$ cat src/rtl/smg_pkg.sv
// smg_pkg: shared constants and types for the seven-segment channel scheduler
package smg_pkg;
  localparam int NUM_W = 20;
  localparam logic [NUM_W-1:0] SMG_MAX = 20'd999999;
  localparam int DWELL_DEFAULT = 200_000_000;
  localparam int SETTLE_DEFAULT = 64;
  typedef enum logic [1:0] {IDLE, LOAD, SETTLE, DWELL} state_t;
endpackage

$ cat src/rtl/smg_channel_scheduler_rr_pick.sv
// rr_pick: first set mask bit searching start+1 upward cyclically, start itself checked last
module rr_pick #(
  parameter int N = 4,
  parameter int W = $clog2(N)
) (
  input  logic [N-1:0] mask,
  input  logic [W-1:0] start,
  output logic         found,
  output logic [W-1:0] idx
);
  logic [W-1:0] j;
  always_comb begin
    found = |mask;
    idx = start;
    j = '0;
    for (int k = N; k >= 1; k--) begin
      j = W'((int'(start) + k) % N);
      if (mask[j]) idx = j;
    end
  end
endmodule

$ cat src/rtl/smg_channel_scheduler.sv
// smg_channel_scheduler: shares one 6-digit display driver between NUM_CH sources with
// round-robin dwell rotation, urgent preemption, data refresh and a post-load settle window
module smg_channel_scheduler #(
  parameter int NUM_CH = 4,
  parameter int NUM_W = smg_pkg::NUM_W,
  parameter int DWELL_CYCLES = smg_pkg::DWELL_DEFAULT,
  parameter int SETTLE_CYCLES = smg_pkg::SETTLE_DEFAULT,
  localparam int CH_W = $clog2(NUM_CH)
) (
  input  logic                    clk,
  input  logic                    rst,
  input  logic [NUM_CH-1:0]       ch_valid,
  input  logic [NUM_CH-1:0]       ch_urgent,
  input  logic [NUM_CH*NUM_W-1:0] ch_data,
  input  logic                    hold,
  output logic                    number_en,
  output logic [NUM_W-1:0]        number,
  output logic [CH_W-1:0]         cur_ch,
  output logic                    busy,
  output logic                    idle
);
  import smg_pkg::*;
  localparam int DW = $clog2(DWELL_CYCLES + 1);
  localparam int SW = $clog2(SETTLE_CYCLES + 1);
  localparam logic [DW-1:0] DWELL_LAST = DW'(DWELL_CYCLES - 1);
  localparam logic [SW-1:0] SETTLE_LAST = SW'(SETTLE_CYCLES - 1);

  state_t state, state_n;
  logic [DW-1:0] dwell_cnt, dwell_n;
  logic [SW-1:0] settle_cnt;
  logic [NUM_W-1:0] shown_r;
  logic [NUM_W-1:0] data [NUM_CH];
  logic zero_r, refresh_r, go, sel_zero, sel_refresh;
  logic [CH_W-1:0] sel, rot_start, rot_idx, urg_idx;
  logic rot_found, urg_found, self_urg;
  logic [NUM_CH-1:0] urg_mask;

  for (genvar i = 0; i < NUM_CH; i++) begin : g_unpack
    assign data[i] = ch_data[i*NUM_W +: NUM_W];
  end

  // In IDLE the rotation picker doubles as a lowest-valid-index search
  assign rot_start = state == IDLE ? CH_W'(NUM_CH - 1) : cur_ch;
  assign urg_mask = ch_urgent & ch_valid & ~(NUM_CH'(1) << cur_ch);
  assign self_urg = ch_urgent[cur_ch] & ch_valid[cur_ch];

  rr_pick #(.N(NUM_CH), .W(CH_W)) u_rot (
    .mask(ch_valid), .start(rot_start), .found(rot_found), .idx(rot_idx)
  );
  rr_pick #(.N(NUM_CH), .W(CH_W)) u_urg (
    .mask(urg_mask), .start(CH_W'(NUM_CH - 1)), .found(urg_found), .idx(urg_idx)
  );

  always_ff @(posedge clk) begin
    if (rst) begin
      state <= IDLE;
      dwell_cnt <= '0;
      settle_cnt <= '0;
      shown_r <= '0;
      number <= '0;
      cur_ch <= '0;
      zero_r <= 1'b0;
      refresh_r <= 1'b0;
    end else begin
      state <= state_n;
      dwell_cnt <= dwell_n;
      settle_cnt <= state == SETTLE && settle_cnt != SETTLE_LAST ? settle_cnt + 1'b1 : '0;
      if (go) begin
        cur_ch <= sel;
        number <= sel_zero ? '0 : data[sel];
        shown_r <= sel_zero ? '0 : data[sel];
        zero_r <= sel_zero;
        refresh_r <= sel_refresh;
      end
    end
  end

  always_comb begin
    state_n = state;
    go = 1'b0;
    sel = cur_ch;
    sel_zero = 1'b0;
    sel_refresh = 1'b0;
    case (state)
      IDLE: begin
        go = rot_found;
        sel = rot_idx;
      end
      LOAD: state_n = SETTLE;
      SETTLE: if (settle_cnt == SETTLE_LAST) state_n = zero_r ? IDLE : DWELL;
      DWELL:
        if (!ch_valid[cur_ch]) begin
          go = 1'b1;
          sel = rot_found ? rot_idx : cur_ch;
          sel_zero = !rot_found;
        end else if (!hold && urg_found) begin
          go = 1'b1;
          sel = urg_idx;
        end else if (data[cur_ch] != shown_r) begin
          go = 1'b1;
          sel_refresh = 1'b1;
        end else if (!hold && dwell_cnt == DWELL_LAST && rot_idx != cur_ch) begin
          go = 1'b1;
          sel = rot_idx;
        end
      default: ;
    endcase
    if (go) state_n = LOAD;
  end

  // A refresh keeps the dwell deadline running through its own load and settle
  assign dwell_n = state == IDLE ? '0 :
                   state == DWELL ? (go && !sel_refresh ? '0 :
                                     hold ? dwell_cnt :
                                     self_urg ? '0 :
                                     dwell_cnt == DWELL_LAST ? (sel_refresh ? dwell_cnt : '0) :
                                     dwell_cnt + 1'b1) :
                   refresh_r && !hold && dwell_cnt != DWELL_LAST ? dwell_cnt + 1'b1 : dwell_cnt;

  always_comb begin
    number_en = state == LOAD;
    busy = state == LOAD || state == SETTLE;
    idle = state == IDLE;
  end
endmodule

$ cat config.mk
export PLATFORM = sky130hd
export DESIGN_NAME = smg_channel_scheduler
export DESIGN_NICKNAME = d
export VERILOG_FILES = /design/src/rtl/smg_pkg.sv /design/src/rtl/smg_channel_scheduler_rr_pick.sv /design/src/rtl/smg_channel_scheduler.sv
export SDC_FILE = /design/constraint.sdc
export NUM_CORES = 1
export LEC_CHECK = 0
export ABC_AREA = 1
export BUFFER_PORTS_ARGS = -buffer_cell sky130_fd_sc_hd__buf_4
export CELL_PAD_IN_SITES_DETAIL_PLACEMENT = 0
export CELL_PAD_IN_SITES_GLOBAL_PLACEMENT = 1
export CORE_MARGIN = 3
export CORE_UTILIZATION = 40
export DETAILED_ROUTE_END_ITERATION = 7
export PLACE_DENSITY = 0.93
export SLEW_MARGIN = 20
export SYNTH_ARGS = -nofsm -noshare
export SYNTH_HDL_FRONTEND = slang
export SYNTH_HIERARCHICAL = 1
export SYNTH_SLANG_ARGS = --single-unit
$ cat constraint.sdc
create_clock -name clk -period 5.42 [get_ports clk]
set_clock_uncertainty 0.2 [all_clocks]
set_input_delay 0.813 -clock clk [delete_from_list [all_inputs] [get_ports clk]]
set_output_delay 0.813 -clock clk [all_outputs]
set_load 0.005 [all_outputs]
-- After elaboration in Yosys (flattened, before gate mapping)
Cells that the tools add are included.
- register bits: 61
- input port bits: 91
- output and inout bits: 25
- word-level logic and storage cells: 120
- add/sub/neg operators: 6
- $lt $le $gt $ge: 7
- eq/ne operators: 13
- shift operators: 1
- muxes and demuxes: 55
- bitwise operators: 7
- reduce and logical (&&, ||, !) cells: 23
- operators with widths (operator ; count):
    2-to-1 mux 28 bit ; 7
    2-to-1 mux 20 bit ; 5
    binary-select mux 20 bit (select 2 bit) ; 2
    adder 28 x 1 -> 28 bit, second input constant ; 1
    == test 28 bit, second input constant ; 1
    2-to-1 mux 2 bit ; 14
    inequality test 28 bit, second input constant ; 1
    inequality test 20 bit ; 1
    2-to-1 mux 1 bit ; 18
    < comparator 2 x 3 -> 1 bit, second input constant ; 5
    binary-select mux 1 bit (select 2 bit) ; 6
    bitwise AND 4 bit ; 2
    one-hot mux 2 bit (2 select lines) ; 2
    OR reduction 4 bit ; 2
    adder 7 x 1 -> 7 bit, second input constant ; 1
    == test 7 x 6 -> 1 bit, second input constant ; 1
    logical AND 1 bit ; 7
    inequality test 7 x 6 -> 1 bit, second input constant ; 1
    >= comparator 3 bit, second input constant ; 2
    inverter 2 -> 3 bit ; 2
    OR reduction 2 bit ; 3
    inequality test 5 x 4 -> 1 bit, second input constant ; 1
    adder 2 x 1 -> 2 bit, second input constant ; 2
    adder 2 bit, second input constant ; 2
    other kinds (18) ; 23

-- Longest topological paths before layout
- depth in word-level cells: 21
- gate-level depth with buffers: 34
- gate-level depth less buffers: 31

-- Hierarchy
The synthesis kept the hierarchy.
- modules (own cells, without submodules) (module ; instances ; cells each ; area an instance (µm²) ; seq. area each (µm²)):
    smg_channel_scheduler ; 1 ; 943 ; 5277.6 ; 1221.2
    rr_pick ; 2 ; 43 ; 203.9 ; 0.0

-- Worst setup path before layout
OpenSTA, ideal clock, no wires.
- path type: reg-to-reg
- start point: register state[0]
- end point: register shown_r[2]
- setup time: 0.113 ns
- data arrival time: 2.857 ns
- data required time: 5.107 ns
- slack: 2.250 ns
- stages on the path, launching flop included: 32
- buffers on the path: 2
- clock period less this slack: 3.170 ns
- cells stage by stage: dfxtp_1 inv_1 ha_1 inv_1 nand2_1 buf_6 inv_6 nand2_2 nand2_2 nand2_1 nand2_1 inv_2 nand3_1 nand2_1 or2_2 nand4_1 nand3_1 nand2_1 nand2_1 nand3_1 nand2_1 nand2_1 nand2_1 nand2_1 nand2_1 nand2_2 nand2_4 buf_6 nand2_1 nand3_1 nand3_1 nand2_1
- cells in the longest elaborated chain, start to end: 21
- elaborated cells on any way between the ends: 38
- classes of those cells: add/sub (4); eq/ne (2); mux (29); bitwise (1); reduce/logical (2)
- RTL lines (what ; RTL line ; RTL):
    start, declared ; smg_channel_scheduler.sv:28 ; state_t state, state_n;
    start signal, assigned ; smg_channel_scheduler.sv:65 ; state <= state_n;
    zero test 2 bit (*) ; n/a ;
    via idle ; smg_channel_scheduler.sv:20 ; output logic idle
    2-to-1 mux 2 bit (*) ; smg_channel_scheduler.sv:43 ; assign rot_start = state == IDLE ? CH_W'(NUM_CH - 1) : cur_ch;
    via rot_start[0] ; smg_channel_scheduler.sv:34 ; logic [CH_W-1:0] sel, rot_start, rot_idx, urg_idx;
    adder 2 x 1 -> 2 bit ; smg_channel_scheduler_rr_pick.sv:17 ; j = W'((int'(start) + k) % N);
    binary-select mux 1 bit (select 2 bit) ; smg_channel_scheduler_rr_pick.sv:18 ; if (mask[j]) idx = j;
    2-to-1 mux 1 bit (not written as such) ; smg_channel_scheduler_rr_pick.sv:18 ;
    2-to-1 mux 2 bit (3 in a row) ; smg_channel_scheduler_rr_pick.sv:18 ;
    [1 not listed] ; n/a ;
    via rot_idx[1] ; smg_channel_scheduler.sv:34 ;
    [3 not listed] ; n/a ;
    2-to-1 mux 2 bit ; smg_channel_scheduler.sv:99 ; end else if (data[cur_ch] != shown_r) begin
    2-to-1 mux 2 bit ; smg_channel_scheduler.sv:96 ; end else if (!hold && urg_found) begin
    2-to-1 mux 2 bit ; smg_channel_scheduler.sv:92 ; if (!ch_valid[cur_ch]) begin
    one-hot mux 2 bit (2 select lines) ; smg_channel_scheduler.sv:84 ; case (state)
    inverter 2 -> 3 bit (not written as such) ; smg_channel_scheduler.sv:71 ; shown_r <= sel_zero ? '0 : data[sel];
    binary-select mux 20 bit (select 2 bit) ; smg_channel_scheduler.sv:71 ;
    2-to-1 mux 20 bit (not written as such) (2 in a row) ; smg_channel_scheduler.sv:71 ;
    2-to-1 mux 20 bit ; smg_channel_scheduler.sv:71 ;
    end signal, assigned ; smg_channel_scheduler.sv:71 ;
    end, declared ; smg_channel_scheduler.sv:31 ; logic [NUM_W-1:0] shown_r;
Mark *: on every way through the listed nets, which the timed path passes. The rest lies on a longest branch. The select of a mux whose other input is x is not followed.
A chain may end at the register's enable or synchronous reset.

-- Worst setup path after layout
- start point: register state[0]
- end point: register shown_r[2]
- cells in the longest elaborated chain, start to end: 21
- elaborated cells on any way between the ends: 38
- classes of those cells: add/sub (4); eq/ne (2); mux (29); bitwise (1); reduce/logical (2)
- RTL lines (what ; RTL line):
    zero test 2 bit (*) ; smg_channel_scheduler.sv:43
    2-to-1 mux 2 bit (*) ; smg_channel_scheduler.sv:43
    via rot_start[0] ; smg_channel_scheduler.sv:34
    adder 2 x 1 -> 2 bit ; smg_channel_scheduler_rr_pick.sv:17
    binary-select mux 1 bit (select 2 bit) ; smg_channel_scheduler_rr_pick.sv:18
    2-to-1 mux 1 bit (not written as such) ; smg_channel_scheduler_rr_pick.sv:18
    2-to-1 mux 2 bit (3 in a row) ; smg_channel_scheduler_rr_pick.sv:18
    2-to-1 mux 2 bit (*) ; smg_channel_scheduler_rr_pick.sv:18
    via rot_idx[1] ; smg_channel_scheduler.sv:34
    [3 not listed] ; n/a
    2-to-1 mux 2 bit ; smg_channel_scheduler.sv:99
    2-to-1 mux 2 bit ; smg_channel_scheduler.sv:96
    2-to-1 mux 2 bit ; smg_channel_scheduler.sv:92
    one-hot mux 2 bit (2 select lines) ; smg_channel_scheduler.sv:84
    inverter 2 -> 3 bit (not written as such) ; smg_channel_scheduler.sv:71
    binary-select mux 20 bit (select 2 bit) ; smg_channel_scheduler.sv:71
    2-to-1 mux 20 bit (not written as such) (2 in a row) ; smg_channel_scheduler.sv:71
    2-to-1 mux 20 bit ; smg_channel_scheduler.sv:71
Marked as above.

==> impl_metrics.json <==
{
  "setup_viol": 0,
  "cts_resized": 0,
  "die_w_um": 125,
  "synth_cells": 1029,
  "synth-main-ff-cell": "dfxtp_1",
  "cts-root-buf": "clkbuf_16",
  "static-leakage-power_nw": 3.36,
  "synth_cell_type_count": 42,
  "tightest_slew_ns": 1.05,
  "p_sw_frac": 0.530,
  "fin_hold_ws_ns": 0.243,
  "combPwrFrac": 0.668,
  "cp_max_fo": 41,
  "vias": 6524,
  "tritoncts": "done",
  "final_cells": 1304,
  "place_hpwl_um": 11800,
  "clock_path_buffers": 2,
  "via_per_inst": 5.00,
  "drt_iter0_markers": 428,
  "synthMostInstantiatedCell": "nand2_1",
  "grt_pass1_wl_um": 28100,
  "synth_common_cells": "nand2_1 (467), nand3_1 (148), inv_1 (88), dfxtp_1 (61), nor2_1 (60)",
  "internal_power_mw": 1.73,
  "fp.dieH_um": 125,
  "switching_power_mw": 1.95,
  "yosysTopAreaCell": "nand2_1",
  "route.met2.wl_um": 7820,
  "finalHoldViolations": 0,
  "grt_pass1_vias": 5944,
  "power_density_nw_per_um2": 537,
  "drc_errors": 0,
  "cts_htree_levels": 3,
  "routedWlPerCell_um": 12.8,
  "first_pass_iters": 6,
  "fmax_mhz": 217,
  "final_nets": 1220,
  "clk_pin_slew_ns": 0.06,
  "setup_ws_ns": 0.822,
  "cts_sinks": 61,
  "relSlewSlack": 0.300,
  "dpl_worst_slack_ns": 0.846,
  "drt-met1-wl_um": 7660,
  "synth.top_cells.by_area": "nand2_1 (31%), dfxtp_1 (21%), nand3_1 (13%)",
  "total_power_mw": 3.68,
  "critPathRequiredTime_ns": 5.46,
  "final-max-slew-violation-count": 0,
  "ys_seq_elements": 61,
  "async_flop_share": 0,
  "min_path_type": "flop to flop",
  "timing.final.crit_share": 0.848,
  "rsz0062_at_grt": "false",
  "post_route_cells_drive_above_1_share": 0.180,
  "area_growth_pct": 20.6,
  "dieArea_um2": 15700,
  "worst_ir_drop_vdd_mv": 0.316,
  "worstPathArrival_ns": 4.64,
  "fin_setup_tns_ns": 0,
  "ys_warn_count": 6,
  "critPathLaunchType": "flop",
  "hold_buffers": 0,
  "n_antenna_cell": 0,
  "wl_um": 16700,
  "post-route-min-period_ns": 4.60,
  "grt_max_degree": 47,
  "coreArea_um2": 13600,
  "io_buffers": 115,
  "antenna_found_initial": 0,
  "initial_utilization": 0.419,
  "clk_latency_ns": 0.34,
  "cap_violations": 0,
  "wl_met3_um": 1030,
  "crit_type": "flop to flop",
  "ys_seq_area_frac": 0.215,
  "pwr-share-clk": 0.177,
  "end_kind": "flop",
  "syn-mean-instance-area_um2": 5.53,
  "synth-edff-count": 0,
  "grt_use_total": 0.211,
  "gp_congestion": 0.903,
  "rows": 42,
  "ant_nets": 0,
  "cts_made_buffers": 9,
  "dp_cells": 1288,
  "overflow": 0,
  "synth_top_area_share": 0.308,
  "io_pins": 116,
  "power_frac_seq": 0.156,
  "synthesis.area_um2": 5690,
  "top_layer_used": "met4",
  "status": "completed",
  "post_cts_buffers": 0
}
-- cell type report --
cell class,count,area [um^2]
Sequential cell,61,1220
Multi-Input combinational cell,831,3780
Clock buffer,11,253
Tap cell,176,220
Inverter,97,377
Timing Repair Buffer,123,923
Clock inverter,5,82.6
Fill cell,1466,6700
-- layer usage --
metal,track usage,vias to the layer above
met1,0.283,2867
li1,-,3436
met5,0,-
met3,0.0478,12
met2,0.350,209
met4,0.0440,0
-- state kept, by name, indices dropped and copies added, names as in the netlist --
register    count
dwell_cnt      28
shown_r        20
settle_cnt      7
cur_ch          2
state           2
refresh_r       1
zero_r          1
-- worst paths after layout --
path,from,end,slack [ns],cells past startpoint
hold / removal,settle_cnt[0]$_SDFF_PP0_,settle_cnt[0]$_SDFF_PP0_,0.24,1
setup reg to reg,state[0]$_SDFFE_PP0P_,shown_r[2]$_SDFFE_PP0P_,0.82,27
setup / recovery,state[0]$_SDFFE_PP0P_,shown_r[2]$_SDFFE_PP0P_,0.82,27
hold reg to reg,settle_cnt[0]$_SDFF_PP0_,settle_cnt[0]$_SDFF_PP0_,0.24,1
-- cell usage in the layout (no fill, tap or decap), types with 2 or more instances in the layout --
cell / synthesis / layout
a21oi_1: 18 / 18
nor2_1: 60 / 60
xor2_1: 2 / 2
clkbuf_8: 0 / 2
o21bai_1: 3 / 3
clkbuf_16: 0 / 9
nor2_2: 7 / 7
nand2_1: 467 / 467
nand4_1: 12 / 12
nand2_2: 16 / 16
inv_2: 6 / 6
dfxtp_1: 61 / 61
nand3_2: 19 / 19
inv_6: 2 / 2
nand3_1: 148 / 148
ha_1: 6 / 6
or2_2: 5 / 5
buf_4: 9 / 123
inv_1: 88 / 88
o21ai_1: 4 / 3
nand2_4: 2 / 2
clkinvlp_4: 0 / 3
nor3_1: 23 / 23
conb_1: 1 / 5
o211ai_1: 3 / 3
o21ai_0: 16 / 16
bufinv_16: 0 / 2
-- metrics by stage --
stage,util,instance area (um^2)
3_5_place_dp,0.481,6520
5_1_grt,0.506,6860
6_report,0.506,6860
3_3_place_gp,0.481,6520
2_1_floorplan,-,5700
4_1_cts,0.506,6860
-- logic make-up (layout without fill, tap and decap cells) --
kind of cell | after synthesis | count (layout) | synth area share
adder cells (fa/ha/maj) | 6 | 6 | 0.0132
buffers and inverters | 141 | 236 | 0.123
other | 1 | 5 | 0.000660
AND/OR/NAND/NOR | 766 | 766 | 0.590
XOR/XNOR | 2 | 2 | 0.00308
flip-flops | 61 | 61 | 0.215
AO/OA/AOI/OAI | 52 | 52 | 0.0550
-- power groups by stage --
stage	registers, mW	logic [mW]	clock network, mW
finish	0.573	2.46	0.651
global route	0.581	2.81	0.677
CTS	0.573	2.45	0.662
detailed placement	0.582	2.45	0
global placement	0.583	2.43	0
floorplan	0.573	2.02	0
-- worst max-delay path: stages, from the launching register on --
cell and delay (ns):
dfxtp_1 0.37, inv_1 0.08, ha_1 0.26, inv_1 0.12, nand2_1 0.26, o21ai_1 0.29
nand2_1 0.08, nand2_1 0.07, inv_2 0.04, nand3_1 0.07, nand2_1 0.12, or2_2 0.32
nand4_1 0.11, nand3_1 0.09, nand2_1 0.07, nand2_1 0.05, nand3_1 0.07, nand2_1 0.05
nand2_1 0.05, nand2_1 0.05, nand2_1 0.05, nand2_1 0.06, nand2_2 0.61, nand2_4 0.48
nand2_1 0.18, nand3_1 0.09, nand3_1 0.14, nand2_1 0.05
No activity file was read; power rests on OpenSTA's default activity.
